**config.mk**
```make
export PLATFORM = sky130hd
export DESIGN_NAME = ahb_mtx_in_stg
export DESIGN_NICKNAME = d
export VERILOG_FILES = /design/src/rtl/ahb_mtx_in_stg.sv
export SDC_FILE = /design/constraint.sdc
export NUM_CORES = 1
export LEC_CHECK = 0
export BUFFER_PORTS_ARGS = -buffer_cell sky130_fd_sc_hd__buf_2
export CORE_MARGIN = 2
export CORE_UTILIZATION = 42
export DETAILED_ROUTE_END_ITERATION = 6
export PLACE_DENSITY = 0.72
export SYNTH_ARGS = -nofsm -noshare
export SYNTH_HDL_FRONTEND = slang
export SYNTH_SLANG_ARGS = --single-unit
```
**constraint.sdc**
```tcl
create_clock -name HCLK -period 4 [get_ports HCLK]
set_input_delay 0.2 -clock HCLK [delete_from_list [all_inputs] [get_ports HCLK]]
set_output_delay 0.2 -clock HCLK [all_outputs]
set_load 0.1 [all_outputs]
```
**src/rtl/ahb_mtx_in_stg.sv**
```systemverilog
// Per-master input stage of the single-layer AHB bus matrix: holds a denied address phase until granted.
// Optional macro AHB_MTX_IN_STG_WAIT_CNT_EN adds the pend_cycles wait counter output.
module ahb_mtx_in_stg #(
   parameter int ADDR_WIDTH = 32,
   parameter int PROT_WIDTH = 4
) (
   input  logic                  HCLK,
   input  logic                  HRESETn,
   input  logic                  HSELS,
   input  logic [ADDR_WIDTH-1:0] HADDRS,
   input  logic [1:0]            HTRANSS,
   input  logic                  HWRITES,
   input  logic [2:0]            HSIZES,
   input  logic [2:0]            HBURSTS,
   input  logic [PROT_WIDTH-1:0] HPROTS,
   input  logic                  HMASTLOCKS,
   input  logic                  HREADYS,
   output logic                  HREADYOUTS,
   output logic [1:0]            HRESPS,
   output logic                  req_port,
   output logic                  HSEL_O,
   output logic [ADDR_WIDTH-1:0] HADDR_O,
   output logic [1:0]            HTRANS_O,
   output logic                  HWRITE_O,
   output logic [2:0]            HSIZE_O,
   output logic [2:0]            HBURST_O,
   output logic [PROT_WIDTH-1:0] HPROT_O,
   output logic                  HMASTLOCK_O,
   input  logic                  addr_grant,
   input  logic                  data_sel,
   input  logic                  HREADYOUTM,
   input  logic [1:0]            HRESPM
`ifdef AHB_MTX_IN_STG_WAIT_CNT_EN
   ,
   output logic [7:0]            pend_cycles
`endif
);

   typedef enum logic {
      ST_IDLE = 1'b0,
      ST_HOLD = 1'b1
   } state_t;

   typedef struct packed {
      logic [ADDR_WIDTH-1:0] addr;
      logic [1:0]            trans;
      logic                  write;
      logic [2:0]            size;
      logic [2:0]            burst;
      logic [PROT_WIDTH-1:0] prot;
      logic                  lock;
   } addr_phase_t;

   state_t      state_q, state_d;
   addr_phase_t held_q, held_d;
   addr_phase_t live;
   addr_phase_t fwd;
   logic        trans_req;
   logic        load;
   logic        release_ok;
   logic        pend_valid;
   logic        capture;

   assign live       = '{addr: HADDRS, trans: HTRANSS, write: HWRITES, size: HSIZES,
                         burst: HBURSTS, prot: HPROTS, lock: HMASTLOCKS};
   assign trans_req  = HSELS & HTRANSS[1];
   assign load       = trans_req & HREADYS;
   assign release_ok = addr_grant & HREADYOUTM;
   assign pend_valid = (state_q == ST_HOLD);

   // NOTE: every signal written here gets a default first so no path leaves it unassigned (no latch).
   always_comb begin
      state_d = state_q;
      held_d  = held_q;
      capture = 1'b0;
      case (state_q)
         ST_IDLE: begin
            if (load && !release_ok) begin
               capture = 1'b1;
               held_d  = live;
               state_d = ST_HOLD;
            end
         end
         ST_HOLD: begin
            if (release_ok) begin
               state_d = ST_IDLE;
            end
         end
         default: state_d = ST_IDLE;
      endcase
   end

   // NOTE: sequential state uses non-blocking assignments so every register samples pre-edge values.
   always_ff @(posedge HCLK or negedge HRESETn) begin
      if (!HRESETn) begin
         state_q <= ST_IDLE;
         held_q  <= '0;
      end else begin
         state_q <= state_d;
         held_q  <= held_d;
      end
   end

   // A held transfer is always a real request, so the select is forced high while holding.
   assign fwd         = pend_valid ? held_q : live;
   assign HSEL_O      = pend_valid | HSELS;
   assign HADDR_O     = fwd.addr;
   assign HTRANS_O    = fwd.trans;
   assign HWRITE_O    = fwd.write;
   assign HSIZE_O     = fwd.size;
   assign HBURST_O    = fwd.burst;
   assign HPROT_O     = fwd.prot;
   assign HMASTLOCK_O = fwd.lock;

   assign req_port = pend_valid | trans_req;

   // Data-phase ownership takes priority; stalling for a held address only applies otherwise.
   assign HREADYOUTS = data_sel ? HREADYOUTM : !pend_valid;
   assign HRESPS     = data_sel ? HRESPM : 2'b00;

`ifdef AHB_MTX_IN_STG_WAIT_CNT_EN
   logic [7:0] cnt_q, cnt_d;

   always_comb begin
      cnt_d = cnt_q;
      if (pend_valid) begin
         if (cnt_q != 8'hFF) begin
            cnt_d = cnt_q + 8'd1;
         end
      end else if (capture) begin
         cnt_d = 8'd0;
      end
   end

   always_ff @(posedge HCLK or negedge HRESETn) begin
      if (!HRESETn) begin
         cnt_q <= 8'd0;
      end else begin
         cnt_q <= cnt_d;
      end
   end

   assign pend_cycles = cnt_q;
`endif

endmodule

```
==> impl_summary.md, run 1 <==
Placement
The quantity of I/O buffers inserted on ports is 105. Detailed placement ended at an HPWL of 3290 um. Once placement finished, the instance area stood at 3058 um^2. The final RePlAce weighted congestion is between 0.6 and 0.7. OpenSTA, run right after detailed placement, puts the worst setup slack at 1804 ps. The number of placed instances, taps included, is 330.

Clocking
In this run, post-CTS hold repair placed 0 buffers. The total CTS buffers is 5. CTS saw 47 sinks.

The clock root buffer master is clkbuf_8. The clock-pin slew reported for the worst setup and hold paths after clock tree synthesis is 80 ps. Post-CTS timing repair inserted 0 buffers for setup.

The maximum clock path buffer count is 2. The CTS H-tree depth is 2. Gates resized during post-CTS repair numbered 0. The TritonCTS clock tree is done. For the worst-skew pair, the clock arrives at the later sink with an insertion delay of 290 ps.

Pwr
The worst-case vdd ir drop is 0.3248 mV. The ratio of total power to cell area is approximately 600 nW/um^2. The leakage component of the power is around 1.6 nW.

Floorplanning
The die is a little over 80 um tall. The site row count is 28. The core area is 5851 um^2. During I/O placement, the number of pins put on the boundary was 106. The die footprint is approximately 6600 um^2. The die span in x is 81.21 um. The initial utilization of the core area, before any placement, comes to 0.4279.

Yosys
The count of flip-flops with a built-in enable after synthesis is 0. The number of nets produced by synthesis is 214. The share of synthesized flip-flops with an asynchronous set or reset is 1.000. The most frequent cell after synthesis is mux2_2. The share of synthesized area occupied by flip-flops and latches is 0.4698.

Sorting the synthesized cells by area gives the leading types as dfrtp_1 (47%), mux2_2 (23%), mux2_4 (23%). After synthesis, the most frequently instantiated cells are mux2_2 (52), dfrtp_1 (47), mux2_4 (39), buf_2 (5), buf_6 (4). The area share of the largest cell type after synthesis is 0.4698. Counting flops and latches in the post-synthesis netlist gives 47. A synthesized cell averages around 16 um^2. Synthesis instantiated 16 different standard cells from the library. The leading area contributor after synthesis is dfrtp_1.

For this run, the number of Yosys warnings is 0. The mapped netlist covers 2504 um^2. For this run, the leading register cell type out of synthesis is dfrtp_1. The number of instances in the synthesized netlist is approximately 160.

Drt
The total routed wirelength is 4707 um. The first-pass iteration count of the detailed router is 3. The total met2 wirelength after detailed routing is 2140 um. The mean number of vias per cell is roughly 4.8. The remaining design rule violation count is 0.

The amount of wire on met3 after detailed routing is 409 um. The highest routing layer actually used is met4. In the final routed layout, each cell accounts on average for 13.93 um. The number of DRC markers in iteration 0 is 40. The count of nets left with antenna violations once routing finished came out at 0. The total number of vias is between 1,500 and 2,000. After detailed routing, the wire length on met1 is 2118 um.

Critical path
Together, buffers and inverters on the worst path number 0. At the worst endpoint, the arrival time is 2350 ps. The peak per-stage delay on the critical path is 840 ps. Among all stages on the critical path, the largest delay is contributed by nand4_4. The critical path goes through a21oi_2 > nand4_4 > mux2_4. The start-to-end type of the worst setup path is flop to flop. STA puts the critical path data required time at roughly 4200 ps.

The endpoint class of the critical path is a flop. The maximum fanout count along the critical path is 46. The gate family responsible for the most delay along the worst path is simple AND/OR/NAND/NOR gates. STA classifies the critical path startpoint as a flop.

STA
The final-report hold violation count is 0. Counting I/O delays and the setup requirement, the final critical path takes 2184 ps. The final setup TNS is 0 ps. Setup repair after global routing left no endpoint under its margin. Dividing the final minimum period by the clock period gives 0.5461.

At the pin with the least slew margin, the transition time is 1094 ps. Between clock sinks in the finished design, the worst skew comes to a little under 4 ps. Setup violations remaining at the end of the flow were counted as 0. The worst pin sits at a relative slew slack of 0.2692. In the post-route analysis, the smallest setup slack over all paths is 1816 ps.

The final number of max-transition violations is 0. Derived from the worst setup path, the maximum achievable clock frequency is 0.4578 GHz.

Cells and area
The number of nets in the finished design is 317. The finished cells cover ~3200 um^2. In the final layout, the share of cells above drive strength 1 is 0.7909.

The final instance count without filler cells is around 340. Relative to the synthesized area, the layout overhead comes to 26.14%. The diode insertion count for antenna repair is 0.

GRT
The via count of the first global-routing pass is 1,615. The overflow left after global routing is 0. The initial antenna violation count is 0. The pin count of the biggest net entering global routing is between 50 and 60. The global routing usage summed across all routing layers is 0.1489.

The global-route wire length before repair is 7534 um.

Outcome
The run finished with clean final reports.

Run
The number of max-capacitance violations reported is 0.

Min path
The min-delay analysis places its worst path in the category input pin to async pin.
-- state kept, by name, indices dropped and copies added (netlist names) --
| register | flops |
|---|---|
| held_q | 46 |
| pend_valid | 1 |
-- metal layers --
layer,global-route usage,vias to the layer above
met5,0,-
met4,0.03559,0
met3,0.05111,6
met2,0.2397,71
met1,0.1934,771
li1,-,778
-- where the power goes --
group          switching [mW]  internal [mW]
logic                   0.652          0.261
registers              0.0522          0.574
clock network           0.146          0.158
-- path summary, 6_finish.rpt --
path / start / to / slack, ps / cells past startpoint
max: pend_valid / held_q[26] / 1820 / 3
min: HRESETn / held_q[17] / 80 / 1
max reg2reg: pend_valid / held_q[26] / 1820 / 3
min reg2reg: held_q[13] / held_q[13] / 470 / 1
max in group asynchronous: HRESETn / pend_valid / 3230 / 1
min in group HCLK: addr_grant / pend_valid / 100 / 2
-- stage by stage --
stage	power, mW	utilization	hold WS, ps
2_1_floorplan	1.442	-	-95.59
6_report	1.843	0.5398	82.70
4_1_cts	1.863	0.5398	90.32
5_1_grt	1.930	0.5398	97.26
3_3_place_gp	1.542	0.5227	402.1
3_5_place_dp	1.551	0.5227	406.7
-- cells in the final DEF, fill, tap and decap left out, types with 2 or more instances in the layout --
master / n
mux2_2: 52
mux2_4: 39
buf_2: 105
and2_1: 2
dfrtp_1: 46
clkbuf_8: 7
-- area by class of cell --
| class | instances | area [um^2] |
|---|---|---|
| Clock buffer | 8 | 100.1 |
| Fill cell | 490 | 2693 |
| Multi-Input combinational cell | 102 | 1254 |
| Sequential cell | 47 | 1177 |
| Tap cell | 75 | 93.84 |
| Timing Repair Buffer | 106 | 533.0 |
-- cell families (layout without fill, tap and decap cells) --
kind of cell,count (synthesis),after routing,synth area share
mux,91,91,0.4678
flops,47,47,0.4698
buf+inv,10,114,0.02948
simple gates,6,6,0.01999
compound gates,5,5,0.01299
Power figures use the tool's default switching activity.
==> run 2, diff against run 1 <==
- PLACE_DENSITY: 0.72 -> 0.74
- clock period: 4 -> 1.8 ns (I/O delays scaled with it)
==> impl_summary.md, run 2 (synthesis gave the netlist of run 1 again) <==
GRT
The pin count of the biggest net entering global routing is 28. The global routing usage summed across all routing layers is 0.1489. The first global-routing pass estimated 7583 um of wire. The via count of the first global-routing pass is around 1,700. The initial antenna violation count is 0.

For this run the aggregate overflow at the end of global routing stands at 0.

Critical path
The setup slack of the worst register-to-register path is between 200 and 300 ps. The required time of the worst setup path is 1710 ps. STA classifies the critical path startpoint as a flop. The maximum fanout count along the critical path is 27. The critical path ends at HADDR_O[21]. The start-to-end type of the worst setup path is flop to primary output. The signal arrival time at the worst endpoint is 1630 ps. The launch point of the worst reg-to-reg path is pend_valid. STA classifies the critical path endpoint as a primary output.

The launch point of the worst path is pend_valid. Counting cells, the worst reg-to-reg path comes to 4. The end of the worst register-to-register path is held_q[36].

Floorplanning
The die covers 6594 um^2. The die boundary height is around 80 um. After floorplanning, the core was divided into 28 placement rows. The floorplan step set the die width to between 80 and 90 um. The number of primary I/O pins is about 110. The initial cell density of the core is 0.4279. The core region is 5851 um^2.

STA
Setup slack closes at 76.54 ps. Between clock sinks in the finished design, the worst skew comes to 4.069 ps. The worst slew margin relative to its limit is 0.6144. The shortest period the worst path allows is 1723 ps. Of the available clock period, the critical path in the final layout requires 0.9575. At the pin with the least slew margin, the transition time is 578.3 ps. Static timing analysis puts the maximum clock frequency at between 0.5 and 0.6 GHz. The final-report hold violation count is 0.

Setup violations remaining at the end of the flow were counted as 0. Setup repair after global routing left no endpoint under its margin. The final number of max-transition violations was 0. The final setup TNS is 0 ps.

Cells and area
The library cell used most frequently in the layout, excluding fill and tap cells, is buf_2. From synthesis to final layout, the design area changed by 29.79%. The top cell types in the final layout, fill and taps aside, are buf_2 (105), mux2_2 (52), dfrtp_1 (46). The net count of the finished layout is 323.

After filler insertion, the fill cell instance count of the layout stands at a little under 500. The register with the most flip-flops in the layout has 46 of them. 0 antenna diodes ended up in the layout. Of the cells placed in the final design, the portion with a size suffix greater than 1 is 0.7955. held_q holds more flip-flops than any other register.

Drt
The average routed wire per standard cell is ~14 um. After detailed routing, the number of remaining DRC violations is 0. The first-pass iteration count of the detailed router is 2.

The first routing iteration left 36 violations. The total number of vias is 1,679. Wires add up to 4804 um. Once detail routing completed, the nets flagged for antenna violations numbered 0. The mean number of vias per cell is 4.881.

Clocking
The clock drives 47 sinks. CTS placed an instance of clkbuf_8 at the clock tree root. TritonCTS built the clock tree. After clock tree synthesis, the setup repair step added 0 buffers. The maximum clock path buffer count is 2. The total CTS buffers is 5. The clock tree synthesis step divided the H-tree into 2 levels. Clock-pin slew was measured on the worst setup and hold paths at roughly 80 ps.

Clock latency on the worst-skew pair, taken at its later pin, is around 290 ps.

Placement
Buffers placed on the I/O ports in this run total about 110. The post-placement worst setup slack is approximately 270 ps. The final RePlAce weighted congestion is about 0.7. The total half-perimeter wirelength after legalization and detailed placement is 3489 um.

Outcome
The run finished with clean final reports.

Pwr
The analysis attributes to cell leakage a power of 1.672 nW. Dividing total power by cell area gives a power density of 1300 nW/um^2. The worst-case vdd ir drop is 0.5672 mV.

Min path
The worst min-delay path class is input pin to flop.

Run
Max-cap violations in this run came to 0.
run 2: repair_timing:
| action | CTS | global route |
|---|---|---|
| endpoints found under the setup margin | 17 | 18 |
| hold endpoints to repair | 26 | 0 |
| resized for setup | 1 | 1 |
| hold buffers | 2 | 0 |
run 2: layout make-up:
type	count	area (um^2)	area share
multi-input cells	102	1257	0.3870
flip-flops and latches	47	1177	0.3623
repair buffers	112	603.1	0.1856
well taps	75	93.84	0.02888
clock buffers	6	82.58	0.02541
clock inverters	2	35.03	0.01078
run 2: worst min-delay path by stage:
stage	from	endpoint	slack (ps)	cells after the start
3_3_place_gp	HRESETn	held_q[15]	110	1
5_1_grt	HREADYOUTM	pend_valid	7	2
3_5_place_dp	HRESETn	held_q[7]	130	1
4_1_cts	HREADYOUTM	pend_valid	10	2
2_1_floorplan	HRESETn	held_q[0]	-210	0
6_report	HREADYOUTM	pend_valid	20	2
run 2: critical path, cell delays in order, from the launching register on:
cell	delay, ps
dfrtp_2	400
buf_6	260
mux2_2	380
buf_2	290
run 2: through the flow:
| step | hold slack [ps] | power (mW) | instances | area, um^2 | utilization |
|---|---|---|---|---|---|
| finish | 21.49 | 4.225 | 344 | 3249 | 0.5554 |
| floorplan | -205.6 | 3.207 | 159 | 2507 | - |
| global route | 6.527 | 4.413 | 344 | 3249 | 0.5554 |
| global placement | 109.2 | 3.432 | 334 | 3104 | 0.5306 |
| CTS | 10.05 | 4.268 | 344 | 3246 | 0.5547 |
| detailed placement | 126.4 | 3.455 | 334 | 3104 | 0.5306 |
run 2: report_power, final:
group	total, mW	internal (mW)	switching, mW
Sequential	1.39	1.28	0.113
Combinational	2.05	0.591	1.46
Clock	0.786	0.449	0.337
Total	4.22	2.32	1.91
run 2: metal layers:
| layer | up-vias | share of wire | GRT usage |
|---|---|---|---|
| met3 | 4 | 0.085 | 0.04444 |
| met2 | 80 | 0.45 | 0.2471 |
| met4 | 0 | 0.0071 | 0.03559 |
| met5 | - | 0 | 0 |
| met1 | 802 | 0.46 | 0.1917 |
| li1 | 793 | - | - |
==> run 3, diff against run 2 <==
- CTS_BUF_LIST: not set -> sky130_fd_sc_hd__clkbuf_16
- RECOVER_POWER: not set -> 25
==> impl_summary.md, run 3 (synthesis gave the netlist of run 1 again) <==
Outcome
The flow ran to the end, and the final reports show no timing, DRC or antenna violations.

Cells and area
The share of post-route cells with drive strength above 1 is 0.7873. The register with the most flip-flops in the layout has 46 of them. The library cell used most frequently in the layout, excluding fill and tap cells, is buf_2. At the end of the flow, the number of nets in the layout was ~320. The number of antenna diodes in the final layout is 0. Leaving out fill and tap cells, the most frequent cells in the layout are buf_2 (102), mux2_2 (52), dfrtp_1 (46). Registers take 1177 um^2. The area used by multi-input combinational logic is 1257 um^2. Counting flops per register, the top entry is held_q. Excluding fillers, the count of instances in the completed layout stands at 343.

Counting the fill cells in the layout gives 490. The area overhead of the layout relative to synthesis is 30.88%.

Critical path
The launch point of the worst path is pend_valid. Walking the worst path, the cells encountered are buf_4 > mux2_2 > buf_2. The startpoint identified for the worst register-to-register timing path is pend_valid.

In this design, the stage delay of the slowest critical-path cell is 380 ps. The cell at the slowest stage of the critical path is dfrtp_2. The sort of element at the start of the critical path is a flop. The critical path contains buffers and inverters numbering 2 combined. STA classifies the critical path endpoint as a primary output.

The gate family responsible for the most delay along the worst path is buffers and inverters. At the worst endpoint, the required time is 1710 ps. Of all nets on the critical path, the largest fanout is 23. The start-to-end type of the worst setup path is flop to primary output.

Data on the critical path arrives at its endpoint at approximately 1600 ps.

STA
Setup repair after global routing left no endpoint under its margin. For the final routed database, the setup TNS stands at 0 ps. The final-report hold violation count is 0. Final hold analysis gives a worst-case slack of 21.00 ps. The shortest period the worst path allows is about 1700 ps. At the pin with the least slew margin, the transition time is roughly 1200 ps. The worst slew margin relative to its limit is 0.2315.

The maximum achievable frequency is between 0.5 and 0.6 GHz. The setup slack of the critical path after layout is a little over 70 ps. The final number of max-transition violations is 0. Between clock sinks in the finished design, the worst skew comes to around 2.9 ps. The total setup violations reported at the end of the flow is 0. Of the available clock period, the critical path in the final layout requires 0.9601.

GRT
Entering global routing, the biggest net connects 28 pins. For this run, the total global-route usage over all layers was measured as 0.1487. Summed over all layers, the global routing overflow is 0.

The via count of the first global-routing pass is 1,648. The initial antenna violation count is 0. The first global-routing pass estimated 7590 um of wire.

Drt
The final layout contains routed wiring with a total length of 4752 um. The remaining design rule violation count is 0. The remaining number of nets flagged by the antenna check after routing is 0. Dividing the detail-routed wire length by the instance count gives 13.85 um.

The final route contains 1,677 vias. The first-pass iteration count of the detailed router is 2. The number of DRC markers in iteration 0 is between 50 and 60. Dividing the detail-routed via count by the number of cells gives 4.889.

Floorplanning
From left edge to right edge, the die measures between 80 and 90 um. For this configuration, the core starts out at a cell density of 0.4279. The number of primary I/O pins is 106.

The core area is 5851 um^2. The die boundary height is between 80 and 90 um. The floorplan has 28 rows. The die footprint is 6594 um^2.

Clocking
The number of sinks on the clock net is 47. The maximum clock path buffer count is 2. The root buffer cell chosen for the clock tree is clkbuf_16. TritonCTS built the clock tree. In this run the post-CTS setup repair buffer count came out at 0.

The clock-pin slew reported for the worst setup and hold paths after clock tree synthesis is 60 ps. The CTS H-tree depth is 2. For the worst-skew pair, the clock arrives at the later sink with an insertion delay of 280 ps. The total CTS buffers is 5.

Pwr
The worst-case IR drop observed on VDD is 0.6198 mV. The leakage component of the power is ~1.7 nW. The ratio of total power to cell area is 1356 nW/um^2.

Placement
The post-placement worst setup slack is 274.5 ps. The final RePlAce weighted congestion is 0.6821. The quantity of I/O buffers inserted on ports is between 100 and 150. In this run, placement finished with an instance count of 334. The total half-perimeter wirelength after legalization and detailed placement is 3489 um.

Run
The number of max-capacitance violations reported is 0.

Min path
The startpoint of the most critical hold path is addr_grant. The min-delay analysis places its worst path in the category input pin to flop.
## run 3: layout make-up
class                           count  area share
Clock inverter                      3     0.01184
Timing Repair Buffer              111      0.1783
Clock buffer                        5     0.03818
Tap cell                           75     0.02864
Sequential cell                    47      0.3593
Multi-Input combinational cell    102      0.3837
## run 3: worst paths after layout
| path | to | slack (ps) | depth (start not counted) |
|---|---|---|---|
| max in group asynchronous | pend_valid | 430 | 3 |
| max reg2reg | held_q[17] | 260 | 4 |
| min reg2reg | held_q[13] | 470 | 1 |
| max | HADDR_O[3] | 70 | 3 |
| min in group asynchronous | held_q[7] | 390 | 2 |
| min | pend_valid | 20 | 2 |
## run 3: repair_timing
action / CTS / global route
hold endpoints to repair: 25 / 0
endpoints found under the setup margin: 0 / 27
resized for setup: 0 / 1
hold buffers: 1 / 0
## run 3: stage by stage
step / util / cell area, um^2 / total power, mW
after global placement: 0.5306 / 3104 / 3.432
after detailed placement: 0.5306 / 3104 / 3.455
final: 0.5601 / 3277 / 4.443
after floorplan: - / 2507 / 3.207
after global routing: 0.5601 / 3277 / 4.639
after CTS: 0.5603 / 3278 / 4.489
## run 3: layer usage
layer / up-vias / global-route usage / part of all wire
met2: 78 / 0.2455 / 0.45
met3: 6 / 0.04556 / 0.084
met5: - / 0 / 0
met4: 0 / 0.03559 / 0.0086
met1: 798 / 0.1917 / 0.46
li1: 795 / - / -
## run 3: power breakdown
| group | total [mW] | switching, mW | internal (mW) | leakage (nW) |
|---|---|---|---|---|
| clock | 1.01 | 0.361 | 0.647 | 0.0812 |
| sequential | 1.39 | 0.113 | 1.28 | 0.556 |
| combinational | 2.04 | 1.46 | 0.586 | 1.04 |
| total | 4.44 | 1.93 | 2.51 | 1.68 |
